### src/rtl/ahb_slave_mem.sv
// AHB-Lite word memory responder: registered address phase, programmable
// wait states on OKAY data phases, two-cycle ERROR for bad transfers.
module ahb_slave_mem #(
  parameter int DEPTH       = 16,
  parameter int WAIT_STATES = 0
) (
  input  logic        hclk,
  input  logic        hresetn,
  input  logic        hsel,
  input  logic [31:0] haddr,
  input  logic        hwrite,
  input  logic [2:0]  hsize,
  input  logic [2:0]  hburst,
  input  logic [3:0]  hprot,
  input  logic [1:0]  htrans,
  input  logic        hmastlock,
  input  logic        hready,
  input  logic [31:0] hwdata,
  output logic        hreadyout,
  output logic        hresp,
  output logic [31:0] hrdata
);

  localparam int IW = (DEPTH > 1) ? $clog2(DEPTH) : 1;

  typedef enum logic [2:0] {S_IDLE, S_WAIT, S_DATA, S_ERR1, S_ERR2} state_t;

  typedef struct packed {
    logic [IW-1:0] idx;
    logic [1:0]    off;
    logic [1:0]    size;
    logic          write;
  } phase_t;

  state_t                 state, state_nx;
  logic [2:0]             cnt, cnt_nx;
  phase_t                 ph;
  logic [DEPTH-1:0][31:0] mem;
  logic                   accept, bad, mis;
  logic [3:0]             be;
  logic                   unused_ok;

  assign unused_ok = ^{hburst, hprot, hmastlock, htrans[0]};

  // Outputs decode only the state register, so no input reaches them combinationally.
  assign hreadyout = (state != S_WAIT) && (state != S_ERR1);
  assign hresp     = (state == S_ERR1) || (state == S_ERR2);
  assign hrdata    = (state == S_DATA && !ph.write) ? mem[ph.idx] : '0;

  assign accept = hsel & hready & htrans[1] & hreadyout;

  always_comb begin
    mis = 1'b0;
    case (hsize)
      3'd1:    mis = haddr[0];
      3'd2:    mis = |haddr[1:0];
      default: mis = 1'b0;
    endcase
  end

  assign bad = ({2'b00, haddr[31:2]} >= 32'(DEPTH)) | (hsize > 3'd2) | mis;

  always_comb begin
    state_nx = state;
    cnt_nx   = cnt;
    case (state)
      S_WAIT: begin
        if (cnt == 3'd0) state_nx = S_DATA;
        else             cnt_nx   = cnt - 3'd1;
      end
      S_ERR1: state_nx = S_ERR2;
      default: begin
        // IDLE, DATA and ERR2 drive ready high: a new address may land here.
        state_nx = S_IDLE;
        if (accept) begin
          if (bad) state_nx = S_ERR1;
          else if (WAIT_STATES > 0) begin
            state_nx = S_WAIT;
            cnt_nx   = 3'(WAIT_STATES - 1);
          end else state_nx = S_DATA;
        end
      end
    endcase
  end

  always_comb begin
    be = 4'b1111;
    case (ph.size)
      2'd0:    be = 4'b0001 << ph.off;
      2'd1:    be = ph.off[1] ? 4'b1100 : 4'b0011;
      default: be = 4'b1111;
    endcase
  end

  always_ff @(posedge hclk or negedge hresetn) begin
    if (!hresetn) begin
      state <= S_IDLE;
      cnt   <= '0;
      ph    <= '0;
    end else begin
      state <= state_nx;
      cnt   <= cnt_nx;
      if (accept) begin
        ph.idx   <= haddr[IW+1:2];
        ph.off   <= haddr[1:0];
        ph.size  <= hsize[1:0];
        ph.write <= hwrite;
      end
    end
  end

  // Commit lands on the edge ending DATA, so an overlapping read sees it.
  always_ff @(posedge hclk or negedge hresetn) begin
    if (!hresetn) mem <= '0;
    else if (state == S_DATA && ph.write) begin
      for (int b = 0; b < 4; b++)
        if (be[b]) mem[ph.idx][8*b +: 8] <= hwdata[8*b +: 8];
    end
  end

endmodule

### config.mk
export PLATFORM = sky130hd
export DESIGN_NAME = ahb_slave_mem
export DESIGN_NICKNAME = d
export VERILOG_FILES = /design/src/rtl/ahb_slave_mem.sv
export SDC_FILE = /design/constraint.sdc
export NUM_CORES = 1
export LEC_CHECK = 0
export BUFFER_PORTS_ARGS = -buffer_cell sky130_fd_sc_hd__buf_2
export CAP_MARGIN = 30
export CORE_MARGIN = 5
export CORE_UTILIZATION = 52
export CTS_BUF_LIST = sky130_fd_sc_hd__clkbuf_8
export DETAILED_ROUTE_END_ITERATION = 6
export PLACE_DENSITY_LB_ADDON = 0.1
export SYNTH_ARGS = -nofsm -noshare
export SYNTH_HDL_FRONTEND = slang
export SYNTH_SLANG_ARGS = --single-unit
### constraint.sdc
create_clock -name hclk -period 5.9 [get_ports hclk]
set_input_delay 1.18 -clock hclk [delete_from_list [all_inputs] [get_ports hclk]]
set_output_delay 1.18 -clock hclk [all_outputs]
set_load 0.02 [all_outputs]
==> results of run 1 <==
==> metrics by stage <==
| step | power, W | util [%] | worst slack (ns) | cells | hold slack (ns) |
|---|---|---|---|---|---|
| 4_1_cts | 0.00946 | 59.4 | 1.27 | 2289 | 0.485 |
| 6_report | 0.00935 | 59.4 | 1.34 | 2290 | 0.485 |
| 3_3_place_gp | 0.00601 | 55.2 | 1.98 | 2130 | 0.462 |
| 2_1_floorplan | 0.00562 | - | 2.79 | 1504 | 0.446 |
| 5_1_grt | 0.00980 | 59.4 | 1.13 | 2290 | 0.507 |
| 3_5_place_dp | 0.00609 | 55.3 | 1.99 | 2133 | 0.471 |
==> logic make-up (layout without fill, tap and decap cells) <==
group / Yosys count / count (layout) / synth area share [%]
DFF: 527 / 527 / 54.8
AOI/OAI and AO/OA: 75 / 75 / 2.30
muxes: 648 / 648 / 36.5
buffers and inverters: 103 / 289 / 1.88
and+or+nand+nor: 148 / 148 / 4.41
adders and majority gates: 2 / 2 / 0.104
xor gates and xnor gates: 1 / 1 / 0.0364
==> critical path, cell delays in order, from the launching register on <==
cell and delay, ns:
dfrtp_1 0.49, or4b_1 0.67, nor2_4 0.66, buf_4 0.39
a22oi_1 0.14, nand2_1 0.16, buf_2 0.19
==> final timing paths <==
check / from / end / slack, ns / cells past startpoint
max: state[1] / hrdata[2] / 1.34 / 6
min: cnt[2] / cnt[2] / 0.48 / 2
max reg2reg: ph[7] / mem[146] / 2.58 / 5
min reg2reg: cnt[2] / cnt[2] / 0.48 / 2
max in group asynchronous: hresetn / mem[241] / 4.03 / 2
min in group asynchronous: hresetn / mem[261] / 0.57 / 1
==> per-layer routing <==
metal  track usage (%)  up-vias
met1              31.8     7349
met4              6.09        0
met2              35.7      288
met5                 0        -
li1                  -     5974
met3              4.66       89
==> cell type report <==
cell class	count	share of cell area [%]
tap	600	2.77
multi-input combinational	874	38.6
timing repair buffer	128	3.00
clock buffer	120	6.10
sequential	527	48.7
inverter	5	0.0693
clock inverter	36	0.762
==> power groups by stage <==
stage	sequential, W	clock [W]	combinational [W]
2_1_floorplan	0.00433	0	0.00130
3_3_place_gp	0.00447	0	0.00154
3_5_place_dp	0.00450	0	0.00159
4_1_cts	0.00444	0.00343	0.00159
5_1_grt	0.00447	0.00359	0.00174
6_report	0.00441	0.00334	0.00160
==> cell usage in the layout (no fill, tap or decap), types with 6 or more instances in the layout <==
master | Yosys | layout
buf_4 | 4 | 13
mux2_2 | 506 | 506
nor3_2 | 26 | 25
mux4_2 | 128 | 128
dfrtp_1 | 527 | 524
or3_1 | 7 | 7
nor4_1 | 7 | 7
buf_2 | 28 | 105
mux2_4 | 8 | 8
clkbuf_8 | 0 | 120
inv_1 | 5 | 29
nor2_1 | 9 | 7
nand3_2 | 7 | 7
clkinv_2 | 0 | 8
nor3_4 | 9 | 10
mux2_1 | 6 | 6
buf_12 | 0 | 6
nand2b_1 | 6 | 6
a22oi_1 | 64 | 64
nand2_1 | 37 | 37
nand3_1 | 18 | 18
==> state kept, by name (all words and copies together), names as in the netlist <==
name,count
state,3
ph,9
mem,512
cnt,3
==> qor.yml, run 1 <==
power_and_ir_drop:
  ir_worst_vdd_mv: 0.304
  p_per_area_nw_per_um2: 345
  power_frac_seq_pct: 47.2
  p_comb_share_pct: 17.2
  p_leak_nw: 12.2
  p_switching_w: 0.00245
  switching_share_pct: 26.2
  power_frac_clock_pct: 35.7
  p_int_w: 0.00691
timing:
  max_slew_margin_pct: 30.4
  finalSetupTns_ns: 0
  skew_ns: 0.0307
  maxClockFrequency_mhz: 219
  period_share_pct: 77.3
  worstMarginPinSlew_ns: 1.04
  setup_viol: 0
  period_minus_slack_ns: 4.56
  hold_violations: 0
  slew_violations: 0
  rsz0062_at_grt: "no"
die:
  start_util_pct: 52.8
  io_pins: 116
  die_y_um: 225
  die_w_um: 225
  num_rows: 78
  die-area_sq_um: 50700
  coreArea_sq_um: 45600
final_layout:
  nFillCells: 3508
  seq_area_sq_um: 13200
  area_growth_pct: 12.6
  multi_input_area_sq_um: 10400
  post-route-cell-area_sq_um: 27100
  drive_gt1_share_pct: 56.8
  n_antenna_cell: 0
  nNetsFinal: 1710
yosys:
  synth_top_cell_area_share_pct: 54.8
  synth_edf_count: 0
  ys_warn_count: 0
  synth_seq_cells: 527
  yosysTopAreaCell: "dfrtp_1"
  synth_cells: 1504
  synth_common_cells: "527 x dfrtp_1, 506 x mux2_2, 128 x mux4_2, 64 x a22oi_1, 54 x clkbuf_1"
  seq_area_frac_synth_pct: 54.8
  synthesis.nets: 1588
  synth_most_common_cell: "dfrtp_1"
  synth.distinct_cells: 45
  synthFlopType: "dfrtp_1"
  synth.cell_area_sq_um: 24100
  avgSynthCellArea_sq_um: 16.0
  synthArstFlopShare_pct: 100
  synth.area.top_cells: "dfrtp_1 55%, mux2_2 24%, mux4_2 12%, a22oi_1 2.0%, nor3_2 1.1%"
worst_setup_path:
  arrival_ns: 3.38
  cp_max_fo: 17
  start_kind: "flip-flop"
  path_class: "reg -> out"
  crit_required_ns: 4.72
  end_kind: "primary output"
route:
  dr_wl_met2_um: 26400
  drc: 0
  ant_nets: 0
  wl_per_cell_um: 24.1
  dr.pass1.iters: 5
  top_layer: "met4"
  drt_wl_total_um: 55100
  drt-met1-wl_um: 24800
  vias_per_cell: 5.98
  drt_iter0_markers: 765
  wl_met3_um: 2480
  vias: 13700
clocking:
  cts_max_level: 3
  worstSkewPairLatency_ns: 0.66
  cts_buffers: 90
  path_clk_slew_ns: 0.06
  clockBufferDepth: 3
  holdBufCountCts: 0
  cts_resized: 0
  cts_sinks: 527
  cts-root-buf: "clkbuf_8"
  cts_tree: "built"
  post_cts_buffers: 0
run_status:
  status: "finished clean"
min_path:
  hp-class: "reg -> reg"
global_routing:
  grt_max_degree: 159
  grt_pass1_wl_um: 88000
  overflow: 0
  grt_usage_pct: 22.4
  grt_pass1_vias: 14989
  grt_antenna_before_repair: 0
place:
  portBuffers: 106
  hpwl_um: 34000
  dpl_cell_area_sq_um: 25200
  globalplace.congestion: 0.759
run:
  maxCapViolCount: 0
Power figures use the tool's default switching activity.
==> run 2, diff against run 1 <==
==> constraint.sdc (replaced) <==
create_clock -name hclk -period 4.6 [get_ports hclk]
set_input_delay 0.92 -clock hclk [delete_from_list [all_inputs] [get_ports hclk]]
set_output_delay 0.92 -clock hclk [all_outputs]
set_load 0.02 [all_outputs]
==> run 2 against run 1 <==
Effect of this change: die area stayed put; non-clock buffer count increased by 12; clock skew fell by 0.0099 ns; final area grew 0.21%; sequential share of layout area is 0.10 points lower; routed wire length increased by 1.6%; flip-flop and latch count is the same; cell count is 0.52% higher; total power rose by 28%; combinational power increased by 26%; setup slack worse by 0.85 ns; via count increased by 0.26%.
==> qor.yml, run 2 (synthesis gave the netlist of run 1 again) <==
worst_setup_path:
  cp_max_fo: 13
  start_kind: "flip-flop"
  end_kind: "primary output"
  arrival_ns: 3.19
  crit_required_ns: 3.68
  path_class: "reg -> out"
clocking:
  cts_sinks: 527
  post_cts_buffers: 0
  cts_buffers: 88
  cts-root-buf: "clkbuf_8"
  worstSkewPairLatency_ns: 0.67
  holdBufCountCts: 0
  cts_max_level: 3
  clockBufferDepth: 3
  cts_tree: "built"
  cts_resized: 0
  path_clk_slew_ns: 0.06
run:
  maxCapViolCount: 0
min_path:
  hp-class: "in -> async"
final_layout:
  final_common_cell: "dfrtp_1"
  reg_top3: "mem (512), ph (9)"
  nFillCells: 3598
  top_register: "mem"
  largest_register_ffs: 512
  post-route-cell-area_sq_um: 27100
  instances_no_fill: 2302
  area_growth_pct: 12.8
  mostFrequentLayoutCells: "524 x dfrtp_1, 506 x mux2_2, 128 x mux4_2"
  drive_gt1_share_pct: 56.7
  nNetsFinal: 1720
global_routing:
  grt_usage_pct: 22.7
  grt_antenna_before_repair: 0
  overflow: 0
  grt_pass1_vias: 14970
  grt_pass1_wl_um: 89100
  grt_max_degree: 127
power_and_ir_drop:
  ir_worst_vdd_mv: 0.274
  power_frac_clock_pct: 35.5
  p_int_w: 0.00883
  p_per_area_nw_per_um2: 441
  p_comb_share_pct: 16.9
  power_frac_seq_pct: 47.6
  p_leak_nw: 12.3
  switching_share_pct: 26.2
  p_switching_w: 0.00313
route:
  vias: 13736
  drt_wl_total_um: 56000
  wl_per_cell_um: 24.3
  vias_per_cell: 5.97
  drt_iter0_markers: 819
  drc: 0
  dr.pass1.iters: 5
  ant_nets: 0
place:
  hpwl_um: 34900
  portBuffers: 106
  globalplace.congestion: 0.743
  dpl_cell_area_sq_um: 25300
  place_ws_ns: 1.15
  placedCellCount: 2146
die:
  io_pins: 116
  start_util_pct: 52.8
  die_y_um: 225
  die-area_sq_um: 50700
  coreArea_sq_um: 45600
  num_rows: 78
  die_w_um: 225
timing:
  worstMarginPinSlew_ns: 1.04
  hold_violations: 0
  period_minus_slack_ns: 4.11
  max_slew_margin_pct: 30.6
  finalSetupTns_ns: 0
  hold_slack_ns: 0.367
  setup_viol: 0
  skew_ns: 0.0208
  slew_violations: 0
  maxClockFrequency_mhz: 243
  rsz0062_at_grt: "no"
  finalWorstSetupSlack_ns: 0.486
  period_share_pct: 89.4
run_status:
  status: "finished clean"
-- run 2: cell type report --
cell class / instances / area, sq um / area share, %
sequential: 527 / 13200 / 48.6
inverter: 5 / 18.8 / 0.0691
timing repair buffer: 140 / 896 / 3.30
antenna: 1 / 2.50 / 0.00922
multi-input combinational: 874 / 10400 / 38.5
clock buffer: 115 / 1580 / 5.83
clock inverter: 40 / 246 / 0.908
tap: 600 / 751 / 2.77
-- run 2: worst max-delay path: stages (launching register included) --
cell and delay, ns:
dfrtp_1 0.48, or4b_1 0.68, nor2_4 0.51, buf_4 0.35, a22oi_1 0.19, nand2_1 0.11
buf_2 0.17
-- run 2: power groups by stage --
stage	registers (W)	clock network, W	logic, W
6_report	0.00570	0.00425	0.00202
3_5_place_dp	0.00578	0	0.00205
3_3_place_gp	0.00574	0	0.00199
2_1_floorplan	0.00555	0	0.00166
5_1_grt	0.00578	0.00456	0.00219
4_1_cts	0.00570	0.00435	0.00205
-- run 2: through the flow --
step           total power (W)  util, %
2_1_floorplan          0.00721        -
3_3_place_gp           0.00773     55.5
3_5_place_dp           0.00783     55.5
4_1_cts                 0.0121     59.6
5_1_grt                 0.0125     59.6
6_report                0.0120     59.6
-- run 2: layer usage --
layer  share of wire (%)  global-route usage, %  vias up  wire length [um]
li1                    -                      -     5992                 -
met1                  45                   32.5     7361             25100
met2                  49                   35.9      281             27200
met3                 4.1                   4.48      102              2300
met4                 2.6                   6.60        0              1430
met5                   0                      0        -                 0
-- run 2: final timing paths --
| check | depth (start not counted) | endpoint | slack [ns] | start |
|---|---|---|---|---|
| worst max-delay path | 6 | hrdata[22] | 0.49 | state[1] |
| worst min-delay path | 1 | mem[293] | 0.37 | hresetn |
| worst max register to register | 4 | mem[329] | 1.30 | ph[6] |
| worst min register to register | 1 | cnt[0] | 0.48 | cnt[0] |
| max in group asynchronous | 2 | mem[211] | 3.09 | hresetn |
| min in group hclk | 1 | cnt[0] | 0.48 | cnt[0] |
